--- config.mk ---
export PLATFORM = sky130hd
export DESIGN_NAME = spi_seq
export DESIGN_NICKNAME = d
export VERILOG_FILES = /design/src/rtl/spi_seq_pkg.sv /design/src/rtl/spi_seq_fifo.sv /design/src/rtl/spi_seq.sv
export SDC_FILE = /design/constraint.sdc
export NUM_CORES = 1
export LEC_CHECK = 0
export ABC_AREA = 1
export CORE_ASPECT_RATIO = 0.75
export CORE_MARGIN = 1.5
export CORE_UTILIZATION = 40
export CTS_CLUSTER_DIAMETER = 80
export CTS_CLUSTER_SIZE = 8
export DETAILED_ROUTE_END_ITERATION = 16
export PLACE_DENSITY = 0.57
export SLEW_MARGIN = 5
export SYNTH_ARGS = -nofsm -noshare
export SYNTH_HDL_FRONTEND = slang
export SYNTH_HIERARCHICAL = 1
export SYNTH_SLANG_ARGS = --single-unit
export TNS_END_PERCENT = 10
--- constraint.sdc ---
create_clock -name CLK -period 5.2 [get_ports CLK]
set_input_delay 1.04 -clock CLK [delete_from_list [all_inputs] [get_ports CLK]]
set_output_delay 1.04 -clock CLK [all_outputs]
set_load 0.005 [all_outputs]
--- src/rtl/spi_seq_pkg.sv ---
// Shared register map, bit positions and FSM state type for the SPI sequencer.
package spi_seq_pkg;

  localparam logic [1:0] ADDR_DATA   = 2'd0;
  localparam logic [1:0] ADDR_CTRL   = 2'd1;
  localparam logic [1:0] ADDR_STATUS = 2'd2;

  localparam int unsigned CTRL_SS      = 0;
  localparam int unsigned CTRL_IE      = 1;
  localparam int unsigned CTRL_DIV_LSB = 4;

  localparam int unsigned STAT_BUSY     = 0;
  localparam int unsigned STAT_TX_FULL  = 1;
  localparam int unsigned STAT_RX_EMPTY = 2;
  localparam int unsigned STAT_TX_OVF   = 3;
  localparam int unsigned STAT_RX_OVF   = 4;
  localparam int unsigned STAT_INT_PEND = 5;

  typedef enum logic [2:0] {
    IDLE,
    LOAD,
    LO,
    HI,
    DONE
  } state_t;

endpackage

--- src/rtl/spi_seq_fifo.sv ---
// Synchronous show-ahead FIFO with simultaneous push/pop; a push into a full
// FIFO is accepted only when a pop happens on the same cycle.
module sync_fifo #(
  parameter int unsigned WIDTH = 8,
  parameter int unsigned DEPTH = 4
) (
  input  logic                       clk,
  input  logic                       rst_n,
  input  logic                       push,
  input  logic                       pop,
  input  logic [WIDTH-1:0]           wdata,
  output logic [WIDTH-1:0]           rdata,
  output logic                       full,
  output logic                       empty,
  output logic [$clog2(DEPTH):0]     count
);

  localparam int unsigned AW = $clog2(DEPTH);

  logic [WIDTH-1:0] mem [DEPTH];
  logic [AW-1:0]    wr_ptr;
  logic [AW-1:0]    rd_ptr;
  logic             do_push;
  logic             do_pop;

  assign empty   = (count == '0);
  assign full    = (count == (AW+1)'(DEPTH));
  assign do_pop  = pop & ~empty;
  assign do_push = push & (~full | do_pop);
  assign rdata   = mem[rd_ptr];

  always_ff @(posedge clk) begin
    if (do_push) mem[wr_ptr] <= wdata;
  end

  always_ff @(posedge clk or negedge rst_n) begin
    if (!rst_n) begin
      wr_ptr <= '0;
      rd_ptr <= '0;
      count  <= '0;
    end else begin
      if (do_push) wr_ptr <= wr_ptr + 1'b1;
      if (do_pop)  rd_ptr <= rd_ptr + 1'b1;
      unique case ({do_push, do_pop})
        2'b10:   count <= count + 1'b1;
        2'b01:   count <= count - 1'b1;
        default: count <= count;
      endcase
    end
  end

endmodule

--- src/rtl/spi_seq.sv ---
// Host-programmable SPI master sequencer: register decode, TX/RX FIFOs,
// mode-0 byte engine, chip-select sequencing and INT forwarding.
module spi_seq
  import spi_seq_pkg::*;
#(
  parameter int unsigned FIFO_DEPTH = 4,
  parameter logic [3:0]  DIV_RESET  = 4'd3
) (
  input  logic       CLK,
  input  logic       RESET_N,
  input  logic [1:0] REG_ADDR,
  input  logic [7:0] REG_WDATA,
  input  logic       REG_WE,
  input  logic       REG_RE,
  output logic [7:0] REG_RDATA,
  output logic       SS,
  output logic       SCLK,
  output logic       MOSI,
  input  logic       MISO,
  input  logic       INT,
  output logic       IRQ
);

  localparam int unsigned CW = $clog2(FIFO_DEPTH) + 1;

  state_t state, state_nx;

  logic       ctrl_ss, ctrl_ie;
  logic [3:0] ctrl_div;
  logic       tx_ovf, rx_ovf, int_pend;
  logic       ss_hold, ss_eff;
  logic [2:0] int_sync;
  logic       int_fall;

  logic [7:0] shift;
  logic [2:0] bit_cnt;
  logic [3:0] hp_cnt;

  logic          tx_push, tx_pop, tx_full, tx_empty;
  logic [7:0]    tx_rdata;
  logic [CW-1:0] tx_count;
  logic          rx_push, rx_pop, rx_full, rx_empty;
  logic [7:0]    rx_rdata;
  logic [CW-1:0] rx_count_unused;

  logic wr_data, wr_ctrl, wr_status, rd_data;
  logic tx_ovf_set, rx_ovf_set;
  logic load_go, sclk_rise, sclk_fall, last_bit, hp_run, busy;
  logic [7:0] status;

  assign wr_data   = REG_WE & (REG_ADDR == ADDR_DATA);
  assign wr_ctrl   = REG_WE & (REG_ADDR == ADDR_CTRL);
  assign wr_status = REG_WE & (REG_ADDR == ADDR_STATUS);
  assign rd_data   = REG_RE & (REG_ADDR == ADDR_DATA);

  assign tx_push    = wr_data & (~tx_full | tx_pop);
  assign tx_ovf_set = wr_data & tx_full & ~tx_pop;
  assign rx_pop     = rd_data & ~rx_empty;

  sync_fifo #(.WIDTH(8), .DEPTH(FIFO_DEPTH)) u_tx_fifo (
    .clk   (CLK),
    .rst_n (RESET_N),
    .push  (tx_push),
    .pop   (tx_pop),
    .wdata (REG_WDATA),
    .rdata (tx_rdata),
    .full  (tx_full),
    .empty (tx_empty),
    .count (tx_count)
  );

  sync_fifo #(.WIDTH(8), .DEPTH(FIFO_DEPTH)) u_rx_fifo (
    .clk   (CLK),
    .rst_n (RESET_N),
    .push  (rx_push),
    .pop   (rx_pop),
    .wdata (shift),
    .rdata (rx_rdata),
    .full  (rx_full),
    .empty (rx_empty),
    .count (rx_count_unused)
  );

  always_ff @(posedge CLK or negedge RESET_N) begin
    if (!RESET_N) state <= IDLE;
    else          state <= state_nx;
  end

  always_comb begin
    state_nx = state;
    unique case (state)
      IDLE: if (!tx_empty) state_nx = LOAD;
      LOAD: state_nx = LO;
      LO:   if (hp_cnt == '0) state_nx = HI;
      HI:   if (hp_cnt == '0) state_nx = (bit_cnt == '0) ? DONE : LO;
      DONE: state_nx = IDLE;
      default: state_nx = IDLE;
    endcase
  end

  always_comb begin
    tx_pop     = (state == IDLE) & ~tx_empty;
    load_go    = (state == LOAD);
    sclk_rise  = (state == LO) & (hp_cnt == '0);
    sclk_fall  = (state == HI) & (hp_cnt == '0);
    last_bit   = (bit_cnt == '0);
    hp_run     = ((state == LO) | (state == HI)) & (hp_cnt != '0);
    rx_push    = (state == DONE) & ~rx_full;
    rx_ovf_set = (state == DONE) & rx_full;
    busy       = (state != IDLE) | (tx_count != '0);
  end

  // The shift register shifts on the rising edge, so after each rise shift[7]
  // is the next bit to drive and after eight rises it holds the received byte.
  always_ff @(posedge CLK or negedge RESET_N) begin
    if (!RESET_N) begin
      SCLK    <= 1'b0;
      MOSI    <= 1'b0;
      shift   <= '0;
      bit_cnt <= '0;
      hp_cnt  <= '0;
    end else begin
      if (tx_pop) shift <= tx_rdata;
      if (load_go) begin
        MOSI    <= shift[7];
        bit_cnt <= 3'd7;
        hp_cnt  <= ctrl_div;
      end else if (sclk_rise) begin
        SCLK   <= 1'b1;
        shift  <= {shift[6:0], MISO};
        hp_cnt <= ctrl_div;
      end else if (sclk_fall) begin
        SCLK <= 1'b0;
        if (!last_bit) begin
          MOSI    <= shift[7];
          bit_cnt <= bit_cnt - 3'd1;
          hp_cnt  <= ctrl_div;
        end
      end else if (hp_run) begin
        hp_cnt <= hp_cnt - 4'd1;
      end
    end
  end

  // Chip select only tracks CTRL.ss while idle, so it is frozen for a whole byte.
  assign ss_eff   = (state == IDLE) ? ctrl_ss : ss_hold;
  assign SS       = ~ss_eff;
  assign int_fall = int_sync[2] & ~int_sync[1];

  always_ff @(posedge CLK or negedge RESET_N) begin
    if (!RESET_N) begin
      ctrl_ss  <= 1'b0;
      ctrl_ie  <= 1'b0;
      ctrl_div <= DIV_RESET;
      tx_ovf   <= 1'b0;
      rx_ovf   <= 1'b0;
      int_pend <= 1'b0;
      ss_hold  <= 1'b0;
      int_sync <= '1;
      IRQ      <= 1'b0;
    end else begin
      if (wr_ctrl) begin
        ctrl_ss  <= REG_WDATA[CTRL_SS];
        ctrl_ie  <= REG_WDATA[CTRL_IE];
        ctrl_div <= REG_WDATA[CTRL_DIV_LSB +: 4];
      end
      tx_ovf   <= (tx_ovf & ~(wr_status & REG_WDATA[STAT_TX_OVF])) | tx_ovf_set;
      rx_ovf   <= (rx_ovf & ~(wr_status & REG_WDATA[STAT_RX_OVF])) | rx_ovf_set;
      int_pend <= (int_pend & ~(wr_status & REG_WDATA[STAT_INT_PEND])) | int_fall;
      ss_hold  <= ss_eff;
      int_sync <= {int_sync[1:0], INT};
      IRQ      <= int_pend & ctrl_ie;
    end
  end

  always_comb begin
    status                = '0;
    status[STAT_BUSY]     = busy;
    status[STAT_TX_FULL]  = tx_full;
    status[STAT_RX_EMPTY] = rx_empty;
    status[STAT_TX_OVF]   = tx_ovf;
    status[STAT_RX_OVF]   = rx_ovf;
    status[STAT_INT_PEND] = int_pend;
  end

  always_ff @(posedge CLK or negedge RESET_N) begin
    if (!RESET_N) begin
      REG_RDATA <= '0;
    end else if (REG_RE) begin
      unique case (REG_ADDR)
        ADDR_DATA:   REG_RDATA <= rx_empty ? 8'hFF : rx_rdata;
        ADDR_CTRL:   REG_RDATA <= {ctrl_div, 2'b00, ctrl_ie, ctrl_ss};
        ADDR_STATUS: REG_RDATA <= status;
        default:     REG_RDATA <= '0;
      endcase
    end
  end

endmodule
After elaboration in Yosys (flattened, before gate mapping)
Memories as Yosys holds them, arrays and structs flattened.
Cells that the tools add are included.
{"block": "word_totals", "regBits": 56, "latch_bits": 0, "ram_bits": 64, "rom_bits": 0, "in_bits": 16, "word_cells": 147, "memories": 2}
{"name": "u_rx_fifo.mem", "words": 4, "word_bits": 8, "read_ports": 1, "rd_clocked_by_memory_dff": 0, "wr": 1, "line_no": "spi_seq_fifo.sv:20", "text": "logic [WIDTH-1:0] mem [DEPTH];"}
{"name": "u_tx_fifo.mem", "words": 4, "word_bits": 8, "read_ports": 1, "rd_clocked_by_memory_dff": 0, "wr": 1, "line_no": "spi_seq_fifo.sv:20"}
{"block": "classes", "n_addsub": 10, "mul": 0, "div_mod_pow": 0, "magnitude_cmp": 0, "eq_ne": 18, "shifts": 0, "n_mux": 32, "bitwise_logic": 45, "reduce_logical": 18}
{"operator": "2-to-1 mux 8 bit", "count": 4}
{"operator": "AND 1 bit", "count": 26}
{"operator": "2-to-1 mux 3 bit", "count": 8}
{"operator": "one-hot mux 8 bit (3 select lines)", "count": 1}
{"operator": "2-to-1 mux 4 bit", "count": 5}
{"operator": "zero test 3 bit", "count": 4}
{"operator": "one-hot mux 3 bit (2 select lines)", "count": 2}
{"operator": "one-hot mux 3 bit (4 select lines)", "count": 1}
{"operator": "2-to-1 mux 1 bit", "count": 11}
{"operator": "inverter 1 bit", "count": 11}
{"operator": "!= test 2 bit, second input constant", "count": 5}
{"operator": "equality test 3 bit, second input constant", "count": 3}
{"operator": "subtractor 3 x 1 -> 3 bit, second input constant", "count": 3}
{"operator": "adder 2 x 1 -> 2 bit, second input constant", "count": 4}
{"operator": "bitwise OR 1 bit", "count": 8}
{"operator": "nonzero test 2 bit", "count": 4}
{"operator": "nonzero test 4 bit", "count": 2}
{"operator": "adder 3 x 1 -> 3 bit, second input constant", "count": 2}
{"operator": "equality test 2 x 1 -> 1 bit, second input constant", "count": 3}
{"operator": "equality test 2 bit, second input constant", "count": 3}
{"operator": "equality test 3 x 2 -> 1 bit, second input constant", "count": 2}
{"operator": "AND reduction 3 bit", "count": 2}
{"operator": "nonzero test 3 bit", "count": 2}
{"operator": "zero test 4 bit", "count": 1}
{"operator": "other kinds (5)", "count": 6}

Depth between registers and ports, before layout
Gate-level depths: netlist of the first run.
{"block": "logic_depth", "word_depth": 8, "depth_mapped": 14, "depth_no_buf": 14}

Modules after synthesis
Netlist of the first run, hierarchy kept.
{"mod": "sync_fifo", "instances": 2, "cells_each": 134, "area_per_inst_um2": 1646.6}
{"mod": "spi_seq", "instances": 1, "cells_each": 255, "area_per_inst_um2": 2069.5}

Worst setup path before layout of the first run
OpenSTA, ideal clock, no wires.
{"block": "synth_timing", "path_type": "in2reg", "start": "input REG_ADDR[0]", "end": "register u_rx_fifo.count[2]", "arrival_ns": 2.653, "path_slack_ns": 2.485, "stages": 10, "cell_sequence": "inv_2 nand2_1 nor3_1 nand3_1 fa_1 inv_1 nand4_1 nand3_1 nand2_1 inv_1"}
{"block": "synth_via", "elab_chain_len": 8, "elab_cells_between_ends": 10, "classes_between": "eq/ne: 2; mux: 1; bitwise: 5; reduce/logical: 2"}
{"item": "start: declaration", "line_no": "spi_seq.sv:11", "text": "input logic [1:0] REG_ADDR,"}
{"item": "zero test 2 bit (*)", "line_no": "spi_seq.sv:54", "text": "assign rd_data = REG_RE & (REG_ADDR == ADDR_DATA);"}
{"item": "AND 1 bit (*)", "line_no": "spi_seq.sv:54"}
{"item": "AND 1 bit (*)", "line_no": "spi_seq.sv:58", "text": "assign rx_pop = rd_data & ~rx_empty;"}
{"item": "net rx_pop", "line_no": "spi_seq.sv:42", "text": "logic rx_push, rx_pop, rx_full, rx_empty;"}
{"item": "AND 1 bit (*)", "line_no": "spi_seq_fifo.sv:28", "text": "assign do_pop = pop & ~empty;"}
{"item": "bitwise OR 1 bit", "line_no": "spi_seq_fifo.sv:29", "text": "assign do_push = push & (~full | do_pop);"}
{"item": "AND 1 bit", "line_no": "spi_seq_fifo.sv:29"}
{"item": "equality test 2 x 1 -> 1 bit or equality test 2 bit (tied branches)", "line_no": "spi_seq_fifo.sv:44", "text": "unique case ({do_push, do_pop})"}
{"item": "one-hot mux 3 bit (2 select lines) or nonzero test 2 bit (tied branches)"}
{"item": "end signal: assignment", "line_no": "spi_seq_fifo.sv:45", "text": "2'b10: count <= count + 1'b1;"}
{"item": "end signal: assignment", "line_no": "spi_seq_fifo.sv:46", "text": "2'b01: count <= count - 1'b1;"}
{"item": "end signal: assignment", "line_no": "spi_seq_fifo.sv:47", "text": "default: count <= count;"}
{"item": "end: declaration", "line_no": "spi_seq_fifo.sv:15", "text": "output logic [$clog2(DEPTH):0] count"}
The timed path passes the listed nets; every way through them passes the cells marked *.
A chain may end at the register's enable or synchronous reset.

Worst setup path after layout of the first run
{"block": "layout_timing", "start": "input REG_RE", "end": "register u_rx_fifo.count[2]"}
{"block": "layout_via", "elab_chain_len": 7, "elab_cells_between_ends": 9, "classes_between": "eq/ne: 2; mux: 1; bitwise: 5; reduce/logical: 1"}
{"item": "start: declaration", "line_no": "spi_seq.sv:14", "text": "input logic REG_RE,"}
{"item": "AND 1 bit (*)", "line_no": "spi_seq.sv:54"}
{"item": "AND 1 bit (*)", "line_no": "spi_seq.sv:58"}
{"item": "net rx_pop", "line_no": "spi_seq.sv:42"}
{"item": "AND 1 bit (*)", "line_no": "spi_seq_fifo.sv:28"}
{"item": "bitwise OR 1 bit", "line_no": "spi_seq_fifo.sv:29"}
{"item": "AND 1 bit", "line_no": "spi_seq_fifo.sv:29"}
{"item": "equality test 2 x 1 -> 1 bit or equality test 2 bit (tied branches)", "line_no": "spi_seq_fifo.sv:44"}
{"item": "one-hot mux 3 bit (2 select lines) or nonzero test 2 bit (tied branches)"}
Marks and branches as above.

==> flow_summary_export.csv, run 1 <==
group,metric,value,unit
run_status,outcome,"complete, no violations",
die,io_pins,28,
critical_path,cp_max_fo,12,
die,fp-row-count,36,
clock_tree,h-tree-depth,4,
synth,synth_area_per_cell,10.3,um^2
grt,grt_max_degree,57,
critical_path,cp-end-kind,"register",
clock_tree,cts_max_path_buffers,2,
synth,synth_edf_count,64,
min_path,min_path_cells,0,
die,fp.dieArea,0.0141,mm^2
placed_design,gp_congestion,0.926,
synth,yosysSeqAreaShare,62.1,%
synth,syn-cell-area,0.00536,mm^2
pwr,power-per-cell-area,532,mW/mm^2
die,coreArea,0.0130,mm^2
routing,final_antenna_net_count,0,
pwr,leakage,2.70,nW
clock_tree,cts_root_buf,"clkbuf_16",
die,die_w,137,um
synth,async_flop_share,46.7,%
clock_tree,cts_resized,0,
critical_path,max_stage_delay,0.70,ns
synth,ys.warnings.count,6,
critical_path,slowest_stage,"clkdlybuf4s50_1",
sta,finalSetupViolCount,0,
grt,antenna_found_initial,0,
sta,post-route-period-util,62.5,%
critical_path,worstPathCellList,"clkdlybuf4s50_1 > nand2_1 > nor3_1 > nand3_1 > fa_1 > inv_1 > nand4_1 > nand3_1 > nand2_1 > inv_1",
synth,syn_inst,523,
routing,detail_route.wl_per_cell,16.1,um
grt,grt_pass1_wl,19000,um
sta,skew,0.00721,ns
pwr,total_power,0.00343,W
sta,relSlewSlack,48.2,%
sta,finalHoldViolations,0,
routing,avgViaCountPerCell,5.00,
grt,grt_pass1_vias,3488,
finish,final_nets,589,
finish,drive_gt1_share,13.3,%
clock_tree,cts_buffers,17,
sta,final_max_slew_viol_count,0,
routing,drc,0,
sta,fin_ws,1.95,ns
grt,grt-ovfl-total,0,
clock_tree,cts-hold-fix-buffers,0,
critical_path,critPathLaunchType,"input port",
clock_tree,cts.clk_slew.worst_paths,0.06,ns
routing,drtIter0Drc,367,
critical_path,required,5.55,ns
run,cap_viol_max_count,0,
placed_design,numPortBuffers,27,
placed_design,post-place-ws,1.55,ns
synth,ys_types,34,
die,chipHeight,103,um
placed_design,dp_hpwl,8590,um
critical_path,path_class,"in2reg",
sta,rsz0062_at_grt,"false",
clock_tree,cts_setup_buffers,0,
synth,ys_ff_latch,120,
sta,worst_pin_slew,0.771,ns
routing,drtPass1Iterations,5,
clock_tree,clkLatencyLatePin,0.41,ns
clock_tree,cts_tree,"built",
finish,num_antenna_cells,0,
synth,postSynthNetCount,552,
sta,max_freq,308,MHz
sta,setup_tns,0,ns
synth,ys.flop_type,"edfxtp_1",
critical_path,arrival,3.60,ns
routing,routed_wl,12000,um
sta,min_period,3.25,ns
critical_path,reg2reg_depth,11,
die,start_util,41.2,%
routing,vias,3723,
pwr,ir_worst_vdd,0.283,mV
clock_tree,cts.sinks,120,
min_path,min_path_type,"reg2reg",
grt,globalRouteTotalUtil,18.4,%
finish,syn_to_final_growth,20.3,%
-- flip-flops by register name, summed over array words and instances (netlist names), 2 cells and up --
signal and flops:
REG_RDATA 8, bit_cnt 3, ctrl_div 4, hp_cnt 4, int_sync 3, shift 8
state 3, u_rx_fifo/count 3, u_rx_fifo/mem 32, u_rx_fifo/rd_ptr 2, u_rx_fifo/wr_ptr 2, u_tx_fifo/count 3
u_tx_fifo/mem 32, u_tx_fifo/rd_ptr 2, u_tx_fifo/wr_ptr 2
-- metal layers --
layer / part of all wire (%) / GRT usage, % / vias up
li1: - / - / 1831
met5: 0 / 0 / -
met4: 1.3 / 7.28 / 0
met3: 4.5 / 4.19 / 15
met2: 43 / 25.7 / 104
met1: 51 / 27.7 / 1773
-- logic make-up (layout without fill, tap and decap cells) --
family / after synthesis / count (layout) / synth area share (%)
AND/OR/NAND/NOR: 212 / 212 / 17.6
flip-flops: 120 / 120 / 62.1
AO/OA/AOI/OAI: 95 / 95 / 10.0
buffers and inverters: 74 / 124 / 5.39
adder cells (fa/ha/maj): 13 / 13 / 3.31
XOR/XNOR: 7 / 7 / 1.14
multiplexers: 2 / 2 / 0.420
-- critical path, delay by kind of cell --
family,cells,cell delay (ns)
and+or+nand+nor,6,1.25
buffers and inverters,3,0.84
adders and majority gates,1,0.47
-- cell type report --
cell class | instances | area [um^2]
fill | 1164 | 6570
inverter | 64 | 240
multi-input combinational | 329 | 1740
sequential | 120 | 3330
clock buffer | 17 | 425
timing repair buffer | 28 | 273
tap | 171 | 214
clock inverter | 15 | 226
-- synth_stat cells, drive strengths merged, types with 2 or more instances --
master / instances / share of area (%)
o21ai: 58 / 5.9
nand4: 6 / 0.82
xor2: 6 / 0.98
edfxtp: 64 / 36
buf: 7 / 0.70
nor3: 2 / 0.28
a21oi: 9 / 0.84
clkbuf: 3 / 0.21
fa: 2 / 0.75
dfrtp: 51 / 24
ha: 11 / 2.6
nand2: 104 / 8.0
nand3: 23 / 2.3
nor2: 75 / 5.9
dfstp: 5 / 2.4
or2: 2 / 0.23
mux2: 2 / 0.42
inv: 64 / 4.5
a31oi: 11 / 1.3
o22ai: 17 / 2.0
-- where the power goes --
group	total, W	internal [W]	leakage [nW]	switching (W)
combinational	0.000746	0.000290	1.17	0.000456
sequential	0.00141	0.00120	1.22	0.000202
clock	0.00128	0.000852	0.311	0.000428
total	0.00343	0.00235	2.70	0.00109
-- per-stage QoR --
stage          hold WS [ns]  utilization, %  cell area (um^2)  std cells
3_5_place_dp          0.357            44.6              5800        712
5_1_grt               0.360            49.6              6450        744
4_1_cts               0.362            49.6              6450        744
6_report              0.359            49.6              6450        744
3_3_place_gp          0.346            44.6              5800        712
2_1_floorplan         0.345               -              5360        523
-- path summary, 6_finish.rpt --
path / to / slack, ns / startpoint
setup / recovery: u_rx_fifo/count[2]$_DFFE_PN0P_ / 1.95 / REG_RE
hold / removal: int_sync[1]$_DFF_PN1_ / 0.36 / int_sync[0]$_DFF_PN1_
setup reg to reg: u_rx_fifo/count[2]$_DFFE_PN0P_ / 2.62 / u_rx_fifo/count[0]$_DFFE_PN0P_
hold reg to reg: int_sync[1]$_DFF_PN1_ / 0.36 / int_sync[0]$_DFF_PN1_
max in group asynchronous: shift[7]$_DFF_PN0_ / 3.92 / RESET_N
min in group asynchronous: u_tx_fifo/wr_ptr[0]$_DFFE_PN0P_ / 0.77 / RESET_N
-- placed cells by master, fill, tap and decap left out, types with 2 or more instances in the layout --
cell type and count:
o22ai_1 17, nand3_2 2, clkbuf_16 17, a21oi_1 9, inv_2 7, clkdlybuf4s50_1 26, nand2_2 13, inv_1 57
edfxtp_1 64, o21ai_1 5, a31oi_1 11, bufinv_16 5, nor2_1 68, nor2_4 4, o21ai_4 2, nand2_1 90
dfstp_2 5, nand3_1 21, nor2_2 3, o21ai_0 50, nand4_1 5, ha_1 11, xor2_1 6, clkinv_4 5
dfrtp_1 51, fa_1 2, mux2_2 2, clkinvlp_4 2
No activity file was read; power rests on OpenSTA's default activity.
==> run 2, diff against run 1 <==
==> constraint.sdc (replaced) <==
create_clock -name CLK -period 3.1 [get_ports CLK]
set_input_delay 0.62 -clock CLK [delete_from_list [all_inputs] [get_ports CLK]]
set_output_delay 0.62 -clock CLK [all_outputs]
set_load 0.005 [all_outputs]
==> run 2 against run 1 <==
Sequential power is 65% higher; first-iteration DRC count is 23% lower; non-clock buffer count is 16 higher; clock skew is 0.0017 ns higher; via count is 0.40% higher; count of clock-buffer cells in the layout stayed put; critical endpoint is now SS; largest cell class unchanged.
==> flow_summary_export.csv, run 2 (same netlist as run 1, synthesis figures left out) <==
group,metric,value,unit
pwr,power-per-cell-area,844,mW/mm^2
routing,drc,0,
finish,final_nets,605,
grt,top_usage_layer,"met1",
critical_path,slowest_stage,"clkdlybuf4s50_1",
critical_path,reg2reg_depth,14,
critical_path,critPathLaunchType,"register",
die,start_util,41.2,%
critical_path,crit_buf_inv,3,
sta,finalSetupViolCount,0,
clock_tree,h-tree-depth,4,
routing,vias,3738,
critical_path,path_class,"reg2out",
finish,drive_gt1_share,15.6,%
die,io_pins,28,
critical_path,cpLargestDelayFamily,"buffers and inverters",
pwr,total_power,0.00549,W
grt,grt_pass1_wl,19100,um
die,fp.dieArea,0.0141,mm^2
clock_tree,cts-hold-fix-buffers,0,
grt,grt-ovfl-total,0,
finish,top_regs,"u_rx_fifo/mem (32), u_tx_fifo/mem (32)",
die,die_w,137,um
run,cap_viol_max_count,0,
sta,max_freq,375,MHz
critical_path,worstPathCellList,"inv_1 > nand2_4 > inv_2 > or2_1 > o21ai_2 > clkdlybuf4s50_1",
sta,post-route-period-util,85.9,%
clock_tree,cts_tree,"built",
placed_design,numPortBuffers,27,
routing,drtIter0Drc,282,
critical_path,max_stage_delay,0.55,ns
pwr,leakage,2.75,nW
routing,drtPass1Iterations,5,
clock_tree,clkLatencyLatePin,0.41,ns
grt,met3_usage,4.87,%
critical_path,r2r_end,"u_tx_fifo/count[2]$_DFFE_PN0P_",
clock_tree,cts_buffers,17,
grt,grt_pass1_vias,3705,
clock_tree,cts.sinks,120,
pwr,ir_worst_vdd,0.471,mV
grt,grt_use_met1,26.6,%
finish,syn_to_final_growth,21.2,%
grt,antenna_found_initial,0,
critical_path,required,2.48,ns
critical_path,rrSetupSlack,0.76,ns
run_status,outcome,"complete, no violations",
critical_path,arrival,2.04,ns
sta,rsz0062_at_grt,"false",
die,chipHeight,103,um
routing,routed_wl,11500,um
routing,detail_route.wl_per_cell,15.2,um
placed_design,dp_hpwl,8400,um
clock_tree,cts.clk_slew.worst_paths,0.06,ns
sta,min_period,2.66,ns
finish,fillers,1172,
grt,globalRouteTotalUtil,18.3,%
clock_tree,cts_root_buf,"clkbuf_16",
finish,fin_util,49.9,%
die,fp-row-count,36,
min_path,min_path_type,"in2async",
finish,num_antenna_cells,0,
routing,avgViaCountPerCell,4.92,
clock_tree,cts_resized,0,
grt,grt_max_degree,25,
sta,skew,0.00896,ns
critical_path,cp-end-kind,"output port",
sta,setup_tns,0,ns
critical_path,cp_max_fo,6,
critical_path,r2r_start,"u_tx_fifo/count[0]$_DFFE_PN0P_",
sta,worst_pin_slew,0.591,ns
die,coreArea,0.0130,mm^2
placed_design,gp_congestion,0.872,
grt,grt_use_met2,26.2,%
sta,final_max_slew_viol_count,0,
finish,layout_common_cells,"90 x nand2_1, 68 x nor2_1, 64 x edfxtp_1",
finish,final_common_cell,"nand2_1",
routing,final_antenna_net_count,0,
clock_tree,cts_max_path_buffers,2,
sta,relSlewSlack,60.6,%
clock_tree,cts_setup_buffers,0,
sta,finalHoldViolations,0,
==> run 2: per-stage QoR <==
stage | cells | setup slack [ns] | cell area [um^2] | hold slack [ns]
finish | 760 | 0.436 | 6500 | 0.172
global placement | 728 | 0.381 | 5920 | 0.348
global route | 760 | 0.323 | 6500 | 0.181
floorplan | 523 | 0.805 | 5360 | 0.324
detailed placement | 728 | 0.348 | 5920 | 0.349
CTS | 760 | 0.403 | 6500 | 0.170
==> run 2: final cells by class <==
cell class / instances / area (um^2) / area share [%]
multi-input cells: 329 / 1740 / 26.8
well taps: 171 / 214 / 3.29
repair buffers: 44 / 393 / 6.04
flip-flops and latches: 120 / 3330 / 51.2
clock inverters: 15 / 154 / 2.37
inverters: 64 / 240 / 3.70
clock buffers: 17 / 425 / 6.54
==> run 2: per-layer routing <==
| layer | up-vias | wire [um] |
|---|---|---|
| met2 | 59 | 5090 |
| met5 | - | 0 |
| li1 | 1867 | - |
| met3 | 13 | 424 |
| met4 | 0 | 125 |
| met1 | 1799 | 5900 |
==> run 2: worst max path at each step <==
stage | start | to | depth (start not counted)
final | state[1]$_DFFE_PN0P_ | SS | 6
after detailed placement | REG_ADDR[1] | u_tx_fifo/mem[1][6]$_DFFE_PP_ | 8
after floorplan | REG_ADDR[0] | u_rx_fifo/count[2]$_DFFE_PN0P_ | 10
after global placement | REG_ADDR[1] | u_tx_fifo/mem[1][6]$_DFFE_PP_ | 8
after CTS | state[1]$_DFFE_PN0P_ | SS | 6
after global routing | state[1]$_DFFE_PN0P_ | SS | 6
==> run 2: power by group <==
part	total, W	internal (W)	switching, W
logic	0.00126	0.000501	0.000757
registers	0.00233	0.00202	0.000312
clock network	0.00190	0.00118	0.000716
==> run 3, diff against run 2 <==
--- a/config.mk
+++ b/config.mk
@@ -12,7 +12,7 @@
 export CTS_CLUSTER_DIAMETER = 80
 export CTS_CLUSTER_SIZE = 8
 export DETAILED_ROUTE_END_ITERATION = 16
-export PLACE_DENSITY = 0.57
+export PLACE_DENSITY = 0.65
 export SLEW_MARGIN = 5
 export SYNTH_ARGS = -nofsm -noshare
 export SYNTH_HDL_FRONTEND = slang
==> run 3 against run 2 <==
Register-to-register slack got worse by 0.25 ns; clock power increased by 5%; via count is 3.1% higher; final cell count is 0.66% lower; combinational power about the same; final area down 0.21%; largest cell class unchanged.
==> flow_summary_export.csv, run 3 (same netlist as run 1, synthesis figures left out) <==
group,metric,value,unit
routing,final_antenna_net_count,0,
die,coreArea,0.0130,mm^2
critical_path,critPathLaunch,"state[1]$_DFFE_PN0P_",
min_path,min_path_type,"in2async",
grt,grt-ovfl-total,0,
routing,drtIter0Drc,258,
finish,top_regs,"u_rx_fifo/mem (32), u_tx_fifo/mem (32)",
routing,routed_wl,11900,um
clock_tree,cts.clk_slew.worst_paths,0.06,ns
critical_path,arrival,1.99,ns
critical_path,cp_max_fo,6,
placed_design,post-place-ws,0.123,ns
die,io_pins,28,
placed_design,placed_area,0.00588,mm^2
pwr,ir_worst_vdd,0.444,mV
clock_tree,cts_root_buf,"clkbuf_16",
sta,finalSetupViolCount,0,
grt,globalRouteTotalUtil,18.6,%
critical_path,crit_end,"SS",
clock_tree,cts_tree,"built",
die,fp.dieArea,0.0141,mm^2
critical_path,reg2reg_depth,14,
grt,antenna_found_initial,0,
sta,relSlewSlack,53.0,%
placed_design,numPortBuffers,27,
clock_tree,cts_max_path_buffers,2,
die,start_util,41.2,%
die,chipHeight,103,um
critical_path,r2r_start,"u_tx_fifo/count[0]$_DFFE_PN0P_",
pwr,power-per-cell-area,863,mW/mm^2
clock_tree,cts_buffers,17,
grt,grt_pass1_vias,3816,
finish,fin_area,0.00649,mm^2
die,fp-row-count,36,
sta,finalHoldViolations,0,
finish,syn_to_final_growth,21.0,%
critical_path,path_class,"reg2out",
critical_path,cp-end-kind,"output port",
finish,stdcell_count,755,
critical_path,rrSetupSlack,0.51,ns
routing,drtPass1Iterations,5,
placed_design,gp_congestion,0.827,
critical_path,r2r_end,"u_tx_fifo/count[2]$_DFFE_PN0P_",
clock_tree,clkLatencyLatePin,0.41,ns
critical_path,critPathLaunchType,"register",
grt,grt_pass1_wl,19600,um
sta,worst_pin_slew,0.706,ns
sta,min_period,2.61,ns
routing,drc,0,
placed_design,dp_cells,723,
routing,vias,3855,
pwr,leakage,2.73,nW
sta,skew,0.00575,ns
finish,layout_common_cells,"90 x nand2_1, 68 x nor2_1, 64 x edfxtp_1",
sta,rsz0062_at_grt,"false",
finish,drive_gt1_share,14.7,%
pwr,total_power,0.00560,W
run_status,outcome,"complete, no violations",
sta,fin_ws,0.489,ns
finish,final_common_cell,"nand2_1",
sta,post-route-period-util,84.2,%
finish,final_nets,600,
grt,grt_max_degree,33,
finish,num_antenna_cells,0,
sta,final_max_slew_viol_count,0,
clock_tree,cts-hold-fix-buffers,0,
clock_tree,cts_setup_buffers,0,
clock_tree,h-tree-depth,4,
clock_tree,cts.sinks,120,
critical_path,required,2.48,ns
sta,max_freq,383,MHz
clock_tree,cts_resized,0,
die,die_w,137,um
sta,setup_tns,0,ns
placed_design,dp_hpwl,8410,um
routing,avgViaCountPerCell,5.11,
routing,detail_route.wl_per_cell,15.8,um
run,cap_viol_max_count,0,
## run 3: cell types whose count changed in the layout (fill, tap and decap cells not counted), sizes merged
| cell | change |
|---|---|
| clkbuf | +1 |
| bufinv | +1 |
| clkinv | -2 |
| buf | -5 |
## run 3: critical path, stage by stage (launching register included)
cell             delay, ns
dfrtp_1               0.45
inv_1                 0.13
nand2_4               0.13
inv_2                 0.05
or2_1                 0.21
o21ai_2               0.08
clkdlybuf4s50_1       0.52
## run 3: final cells by class
class,count,area (um^2)
fill,1117,6530
sequential,120,3330
multi-input combinational,329,1740
clock buffer,18,429
timing repair buffer,39,355
inverter,64,240
tap,171,214
clock inverter,14,174
## run 3: where the power goes
| part | internal (W) | switching (W) |
|---|---|---|
| Combinational | 0.000497 | 0.000749 |
| Clock | 0.00127 | 0.000732 |
| Sequential | 0.00202 | 0.000333 |
## run 3: worst min-delay path by stage
stage                                from               endpoint  slack, ns
global route                      RESET_N    ctrl_ie$_DFFE_PN0P_       0.32
CTS                               RESET_N    ctrl_ie$_DFFE_PN0P_       0.29
detailed placement  int_sync[0]$_DFF_PN1_  int_sync[1]$_DFF_PN1_       0.35
finish                            RESET_N  hp_cnt[2]$_DFFE_PN0P_       0.26
floorplan                         RESET_N          IRQ$_DFF_PN0_       0.32
global placement    int_sync[0]$_DFF_PN1_  int_sync[1]$_DFF_PN1_       0.35
## run 3: metal layers
layer / GRT usage [%] / vias to the layer above / routed length [um]
li1: - / 1843 / -
met1: 26.4 / 1895 / 5740
met2: 28.8 / 97 / 5420
met3: 3.80 / 20 / 589
met4: 6.14 / 0 / 150
met5: 0 / - / 0
## run 3: through the flow
stage	util, %	hold WS (ns)
final	49.8	0.257
after global placement	45.2	0.350
after CTS	49.8	0.293
after detailed placement	45.2	0.348
after global routing	49.8	0.324
after floorplan	-	0.324
